<file path="config.mk">
export PLATFORM = sky130hd
export DESIGN_NAME = sw_debounce_flat
export DESIGN_NICKNAME = d
export VERILOG_FILES = /design/src/rtl/sw_debounce_if.sv /design/src/rtl/sw_debounce.sv /design/src/flat_wrapper.sv
export SDC_FILE = /design/constraint.sdc
export NUM_CORES = 1
export LEC_CHECK = 0
export BUFFER_PORTS_ARGS = -buffer_cell sky130_fd_sc_hd__buf_2
export CAP_MARGIN = 30
export CORE_ASPECT_RATIO = 1.4
export CORE_MARGIN = 5
export CORE_UTILIZATION = 30
export CTS_BUF_LIST = sky130_fd_sc_hd__clkbuf_2
export CTS_CLUSTER_SIZE = 25
export DETAILED_ROUTE_END_ITERATION = 10
export PLACE_DENSITY_LB_ADDON = 0.05
export SLEW_MARGIN = 10
export SYNTH_ARGS = -nofsm -noshare
export SYNTH_HDL_FRONTEND = slang
export SYNTH_SLANG_ARGS = --single-unit
export TNS_END_PERCENT = 10
</file>
<file path="constraint.sdc">
create_clock -name clk -period 2.3 [get_ports clk]
set_clock_uncertainty 0.2 [all_clocks]
set_input_delay 0.345 -clock clk [delete_from_list [all_inputs] [get_ports clk]]
set_output_delay 0.345 -clock clk [all_outputs]
set_load 0.02 [all_outputs]
</file>
<file path="src/rtl/sw_debounce_if.sv">
// rtl/sw_debounce_if.sv - switch input / conditioned output bundle for sw_debounce
interface sw_debounce_if #(
    parameter int NCH = 4
);
    logic [NCH-1:0] sw_in;
    logic [NCH-1:0] level;
    logic [NCH-1:0] rise;
    logic [NCH-1:0] fall;
    logic [NCH-1:0] tgl;

    modport master (output sw_in, input level, input rise, input fall, input tgl);
    modport slave  (input sw_in, output level, output rise, output fall, output tgl);
endinterface

</file>
<file path="src/rtl/sw_debounce.sv">
// rtl/sw_debounce.sv - multi-channel switch synchronizer/debouncer (optional SW_DEBOUNCE_TOGGLE_EN latch)
module sw_debounce #(
    parameter int NCH     = 4,
    parameter int DEB_CNT = 1250000,
    parameter int CNT_W   = 32
) (
    input  logic         clk,
    input  logic         rst_n,
    sw_debounce_if.slave bus
);
    // State bit 1 doubles as the debounced level, so level comes straight off a flop.
    localparam logic [1:0] ST_LOW      = 2'b00;
    localparam logic [1:0] ST_LOW_CHK  = 2'b01;
    localparam logic [1:0] ST_HIGH     = 2'b10;
    localparam logic [1:0] ST_HIGH_CHK = 2'b11;

    localparam logic [CNT_W-1:0] CNT_LAST = CNT_W'(DEB_CNT - 1);
    localparam logic [CNT_W-1:0] CNT_ONE  = CNT_W'(1);

    logic [NCH-1:0]            s1_q, s1_d;
    logic [NCH-1:0]            s_q, s_d;
    logic [NCH-1:0]            rise_q, rise_d;
    logic [NCH-1:0]            fall_q, fall_d;
    logic [NCH-1:0][1:0]       state_q, state_d;
    logic [NCH-1:0][CNT_W-1:0] cnt_q, cnt_d;
    logic [NCH-1:0]            level_w;

    // Two-flop synchronizer from the pads into clk.
    always_comb begin
        s1_d = bus.sw_in;
        s_d  = s1_q;
    end

    // Per-channel debounce FSM: count consecutive samples that disagree with the level.
    always_comb begin
        state_d = state_q;
        cnt_d   = cnt_q;
        rise_d  = '0;
        fall_d  = '0;
        for (int i = 0; i < NCH; i++) begin
            case (state_q[i])
                ST_LOW: begin
                    if (s_q[i]) begin
                        if (DEB_CNT == 1) begin
                            state_d[i] = ST_HIGH;
                            cnt_d[i]   = '0;
                            rise_d[i]  = 1'b1;
                        end else begin
                            state_d[i] = ST_LOW_CHK;
                            cnt_d[i]   = CNT_ONE;
                        end
                    end
                end
                ST_LOW_CHK: begin
                    if (!s_q[i]) begin
                        state_d[i] = ST_LOW;
                        cnt_d[i]   = '0;
                    end else if (cnt_q[i] == CNT_LAST) begin
                        state_d[i] = ST_HIGH;
                        cnt_d[i]   = '0;
                        rise_d[i]  = 1'b1;
                    end else begin
                        cnt_d[i] = cnt_q[i] + CNT_ONE;
                    end
                end
                ST_HIGH: begin
                    if (!s_q[i]) begin
                        if (DEB_CNT == 1) begin
                            state_d[i] = ST_LOW;
                            cnt_d[i]   = '0;
                            fall_d[i]  = 1'b1;
                        end else begin
                            state_d[i] = ST_HIGH_CHK;
                            cnt_d[i]   = CNT_ONE;
                        end
                    end
                end
                default: begin
                    if (s_q[i]) begin
                        state_d[i] = ST_HIGH;
                        cnt_d[i]   = '0;
                    end else if (cnt_q[i] == CNT_LAST) begin
                        state_d[i] = ST_LOW;
                        cnt_d[i]   = '0;
                        fall_d[i]  = 1'b1;
                    end else begin
                        cnt_d[i] = cnt_q[i] + CNT_ONE;
                    end
                end
            endcase
        end
    end

    // State, counter, synchronizer and strobe registers.
    always_ff @(posedge clk or negedge rst_n) begin
        if (!rst_n) begin
            s1_q    <= '0;
            s_q     <= '0;
            state_q <= '0;
            cnt_q   <= '0;
            rise_q  <= '0;
            fall_q  <= '0;
        end else begin
            s1_q    <= s1_d;
            s_q     <= s_d;
            state_q <= state_d;
            cnt_q   <= cnt_d;
            rise_q  <= rise_d;
            fall_q  <= fall_d;
        end
    end

    // Level is the high-half indicator of each channel's state.
    always_comb begin
        level_w = '0;
        for (int i = 0; i < NCH; i++) begin
            level_w[i] = state_q[i][1];
        end
    end

    assign bus.level = level_w;
    assign bus.rise  = rise_q;
    assign bus.fall  = fall_q;

`ifdef SW_DEBOUNCE_TOGGLE_EN
    logic [NCH-1:0] tgl_q, tgl_d;

    // Push-on/push-off latch flips on the edge that raises rise.
    always_comb begin
        tgl_d = tgl_q ^ rise_d;
    end

    // Toggle latch register.
    always_ff @(posedge clk or negedge rst_n) begin
        if (!rst_n) begin
            tgl_q <= '0;
        end else begin
            tgl_q <= tgl_d;
        end
    end

    assign bus.tgl = tgl_q;
`else
    assign bus.tgl = '0;
`endif
endmodule
</file>
<file path="src/flat_wrapper.sv">
// flat-port wrapper written by rule: the top's interface ports become plain ports
module sw_debounce_flat 
#(
    parameter int NCH     = 4,
    parameter int DEB_CNT = 1250000,
    parameter int CNT_W   = 32
)
  (clk, rst_n, bus_sw_in, bus_level, bus_rise, bus_fall, bus_tgl);
  sw_debounce_if #(.NCH(NCH)) bus_i ();
  input  logic clk;
  input  logic rst_n;
  input wire logic [$bits(bus_i.sw_in)-1:0] bus_sw_in;
  output wire logic [$bits(bus_i.level)-1:0] bus_level;
  output wire logic [$bits(bus_i.rise)-1:0] bus_rise;
  output wire logic [$bits(bus_i.fall)-1:0] bus_fall;
  output wire logic [$bits(bus_i.tgl)-1:0] bus_tgl;
  assign bus_i.sw_in = bus_sw_in;
  assign bus_level = bus_i.level;
  assign bus_rise = bus_i.rise;
  assign bus_fall = bus_i.fall;
  assign bus_tgl = bus_i.tgl;
  sw_debounce #(.NCH(NCH), .DEB_CNT(DEB_CNT), .CNT_W(CNT_W)) u_core (.clk(clk), .rst_n(rst_n), .bus(bus_i));
endmodule
</file>
==> key figures <==
Drt
  • DR iter-0 viols: between 200 and 300
  • Drt first pass iters: 5
  • Post-route ant nets: 0
  • Via count: roughly 7000
  • Via density: 4.99
  • Drt wl/cell: between 15 and 20 um
  • DRT Wirelength: 21200 um
  • DRC: 0

Global routing
  • Wire length of the first global-routing pass: about 36000 um
  • Initial antenna violation count: 1
  • Vias in the first global route: roughly 7100
  • Largest net degree at the start of global routing: 61
  • Global route overflow: 0
  • Gr usage total: 14.2%

Critical path
  • Critical Path Source: u_core.cnt_q[107]
  • Critical Path, Cell by Cell: nor4_2 -> buf_4 -> nand4_1 -> or4b_4 -> a21oi_4 -> buf_4 -> nor2_1
  • Crit-path max FO: 8
  • CP required: 2.74 ns
  • FF-to-FF Start: u_core.cnt_q[107]
  • Critical path class: reg2reg
  • Crit. End Element: flip-flop
  • CP max-delay cell: or4b_4
  • CP Buf/Inv Count: 2
  • Startpoint Class: flip-flop
  • Worst r2r dst: u_core.cnt_q[100]
  • Reg2Reg Setup Slack: -0.02 ns
  • Reg2Reg Depth: 7
  • Crit path largest cell delay: slightly below 0.6 ns
  • Most frequent CP cell: buf_4
  • Arrival time of the worst setup path: 2.76 ns
  • Worst Setup EP: u_core.cnt_q[100]
  • Delay-heaviest family, CP: simple AND/OR/NAND/NOR gates
  • Crit. path cell count: 7

Placed design
  • Port bufs: 17
  • Gpl congestion: 0.791
  • Hpwl dp: 14800 um
  • DP Area: roughly 9600 um^2

Run status
  • Failing checks: negative setup slack
  • Status: finished, violations left

STA
  • Slew Limit Fails: 0
  • Max Clock Freq: 431 MHz
  • Worst-margin pin slew: 0.540 ns
  • Worst Slack Setup Final: -0.0220 ns
  • Tcrit/Tclk final: 101%
  • Slew Limit Headroom: 63.6%
  • Min Hold Slack: 0.179 ns
  • Finish-stage setup viols: 8
  • Hold Fails Final Rpt: 0
  • Final Critical Period: 2.32 ns
  • Unrepaired setup endpoints after global routing: yes

Worst hold path
  • Worst Hold Class: reg2reg

Run
  • MaxCap Viol Count: 0

Synthesis
  • Netlist Area Pre-Place: 8230 um^2
  • #FFs+latches synth: 152
  • Yosys Warn Count: 0
  • Synth cell types: 59
  • Top FF cell, synth: dfrtp_1
  • Post-synthesis cell count: 888
  • Sequential fraction of the synthesis area: a little under half
  • Async SR Flop Fraction: 100%
  • Number of flops mapped to enable cells by yosys: 0
  • Mapped Avg Cell Area: 9.27 um^2

CTS
  • Max clock buf depth: 2
  • # clock sinks: 152
  • Worst-path clk slew: 0.21 ns
  • H-tree levels: 4
  • CTS tree: yes
  • Root buffer cell: clkbuf_2
  • Clk_lat worst skew: ~0.76 ns
  • CTS Buf Count: 17

Finish
  • FILL cells: 2759
  • Util after Layout: between 30% and 40%
  • # nets final: around 1100
  • Finished Cell Area: 10400 um^2
  • Ratio of cells with drive above 1 in the final layout: 24.1%
  • Layout area overhead: 26.4%

Floorplan
  • Initial Util: 30.5%
  • Die ar.: 30900 um^2
  • Row cnt: 71
  • Placeable Area: 27000 um^2
  • Top Ports: 22
  • Chip Height: around 210 um
  • Die W: 150 um

Pwr
  • Peak VDD IR: 0.000337 V
  • P_leak: 4.38 nW
  • PD cells: 775 nW/um^2
-- registers in the layout, summed over array words and instances, names as in the netlist, named ones only --
| register | count |
|---|---|
| u_core.bus.fall | 4 |
| u_core.s1_q | 4 |
| u_core.bus.rise | 4 |
| u_core.state_q | 4 |
| u_core.cnt_q | 128 |
| u_core.s_q | 4 |
-- placed cells by master (no fill, tap or decap), drive strengths merged, types with 11 or more instances in the layout --
cell type  netlist  layout
dfrtp          152     152
ha              19      19
inv             23      23
and4            14      14
xnor2           48      48
a21oi           36      36
nor4            31      31
buf             25     158
nand4           39      39
clkbuf          20      19
mux2i           11      11
nand2           72      72
nand3           55      55
and3            23      23
a31oi           23      23
nor2           118     118
or3             11      11
o21ai           30      30
xor2            33      33
nor3            25      25
-- power by group --
group,switching [mW],internal [mW]
clock,1.02,1.05
combinational,1.76,1.24
sequential,0.149,2.84
total,2.93,5.13
-- cells in the mapped netlist, types with 3 or more instances --
cell type | n | share of area (%)
dfrtp_1 | 152 | 46
nor2_1 | 117 | 5.3
nand2_1 | 72 | 3.3
nand3_1 | 55 | 3.3
xnor2_1 | 48 | 5.1
nand4_1 | 37 | 2.8
a21oi_1 | 35 | 2.1
xor2_1 | 33 | 3.5
nor4_1 | 30 | 2.3
a31oi_1 | 23 | 1.7
and3_1 | 23 | 1.7
inv_1 | 23 | 1.0
nor3_1 | 23 | 1.4
o21ai_0 | 21 | 1.3
clkbuf_1 | 20 | 0.91
ha_1 | 19 | 2.9
and4_1 | 14 | 1.5
buf_2 | 11 | 0.67
mux2i_1 | 11 | 1.3
or3_1 | 11 | 0.84
and2_1 | 10 | 0.76
buf_4 | 9 | 0.82
o21ai_1 | 9 | 0.55
nor4b_1 | 8 | 0.85
a41oi_1 | 7 | 0.74
nand2b_1 | 6 | 0.46
nor3b_1 | 6 | 0.55
buf_1 | 4 | 0.18
or4_1 | 4 | 0.36
a2bb2oi_1 | 3 | 0.32
mux2_1 | 3 | 0.41
mux2_2 | 3 | 0.41
or4b_1 | 3 | 0.36
-- worst min path at each step --
stage                   startpoint  slack [ns]  cells after the start          endpoint
floorplan                    rst_n       -0.15                      0         async pin
global placement             rst_n        0.11                      1  u_core.cnt_q[27]
detailed placement           rst_n        0.12                      1  u_core.cnt_q[24]
CTS                 u_core.s1_q[3]        0.18                      0     u_core.s_q[3]
global route        u_core.s1_q[3]        0.19                      0     u_core.s_q[3]
finish              u_core.s1_q[3]        0.18                      0     u_core.s_q[3]
-- metrics by stage --
step / TNS [ns] / instances / total power [mW] / setup WS [ns]
CTS: -0.371 / 1402 / 7.94 / -0.0412
global route: -4.57 / 1412 / 8.63 / -0.126
detailed placement: -5.61 / 1358 / 5.75 / -0.154
global placement: -5.71 / 1357 / 5.66 / -0.145
floorplan: -0.105 / 891 / 4.79 / -0.0266
finish: -0.116 / 1412 / 8.06 / -0.0220
-- per-layer routing --
layer / wire [um] / GRT usage, % / vias to the layer above
met3: 478 / 2.46 / 16
li1: - / - / 3461
met4: 283 / 4.41 / 0
met2: 11000 / 24.8 / 82
met1: 9480 / 17.9 / 3480
met5: 0 / 0 / -
-- final cells by class --
type | count | area (um^2) | area share [%]
Tap cell | 365 | 457 | 4.39
Clock buffer | 19 | 95.1 | 0.914
Antenna cell | 1 | 2.50 | 0.0240
Clock inverter | 13 | 250 | 2.40
Timing Repair Buffer | 168 | 1320 | 12.7
Sequential cell | 152 | 3800 | 36.6
Multi-Input combinational cell | 671 | 4390 | 42.2
Inverter | 23 | 86.3 | 0.830
-- kinds of logic (layout without fill, tap and decap cells) --
kind of cell / count (synthesis) / in the layout / share of synthesized area (%)
AOI/OAI and AO/OA: 116 / 116 / 8.62
DFF: 152 / 152 / 46.2
adders and majority gates: 19 / 19 / 2.89
xor gates and xnor gates: 81 / 81 / 8.62
and+or+nand+nor: 434 / 434 / 27.7
muxes: 17 / 17 / 2.16
buffers and inverters: 68 / 223 / 3.77
other: 1 / 5 / 0.0455
-- what timing repair did --
item                                   in CTS  in global routing
gates cloned                                0                  1
resized for setup                          19                 43
endpoints found under the hold margin     156                  0
pin swaps                                   5                 10
hold buffers                               11                  0
setup endpoints to repair                  98                111
buffers inserted                            1                  8
Power figures use the tool's default switching activity.
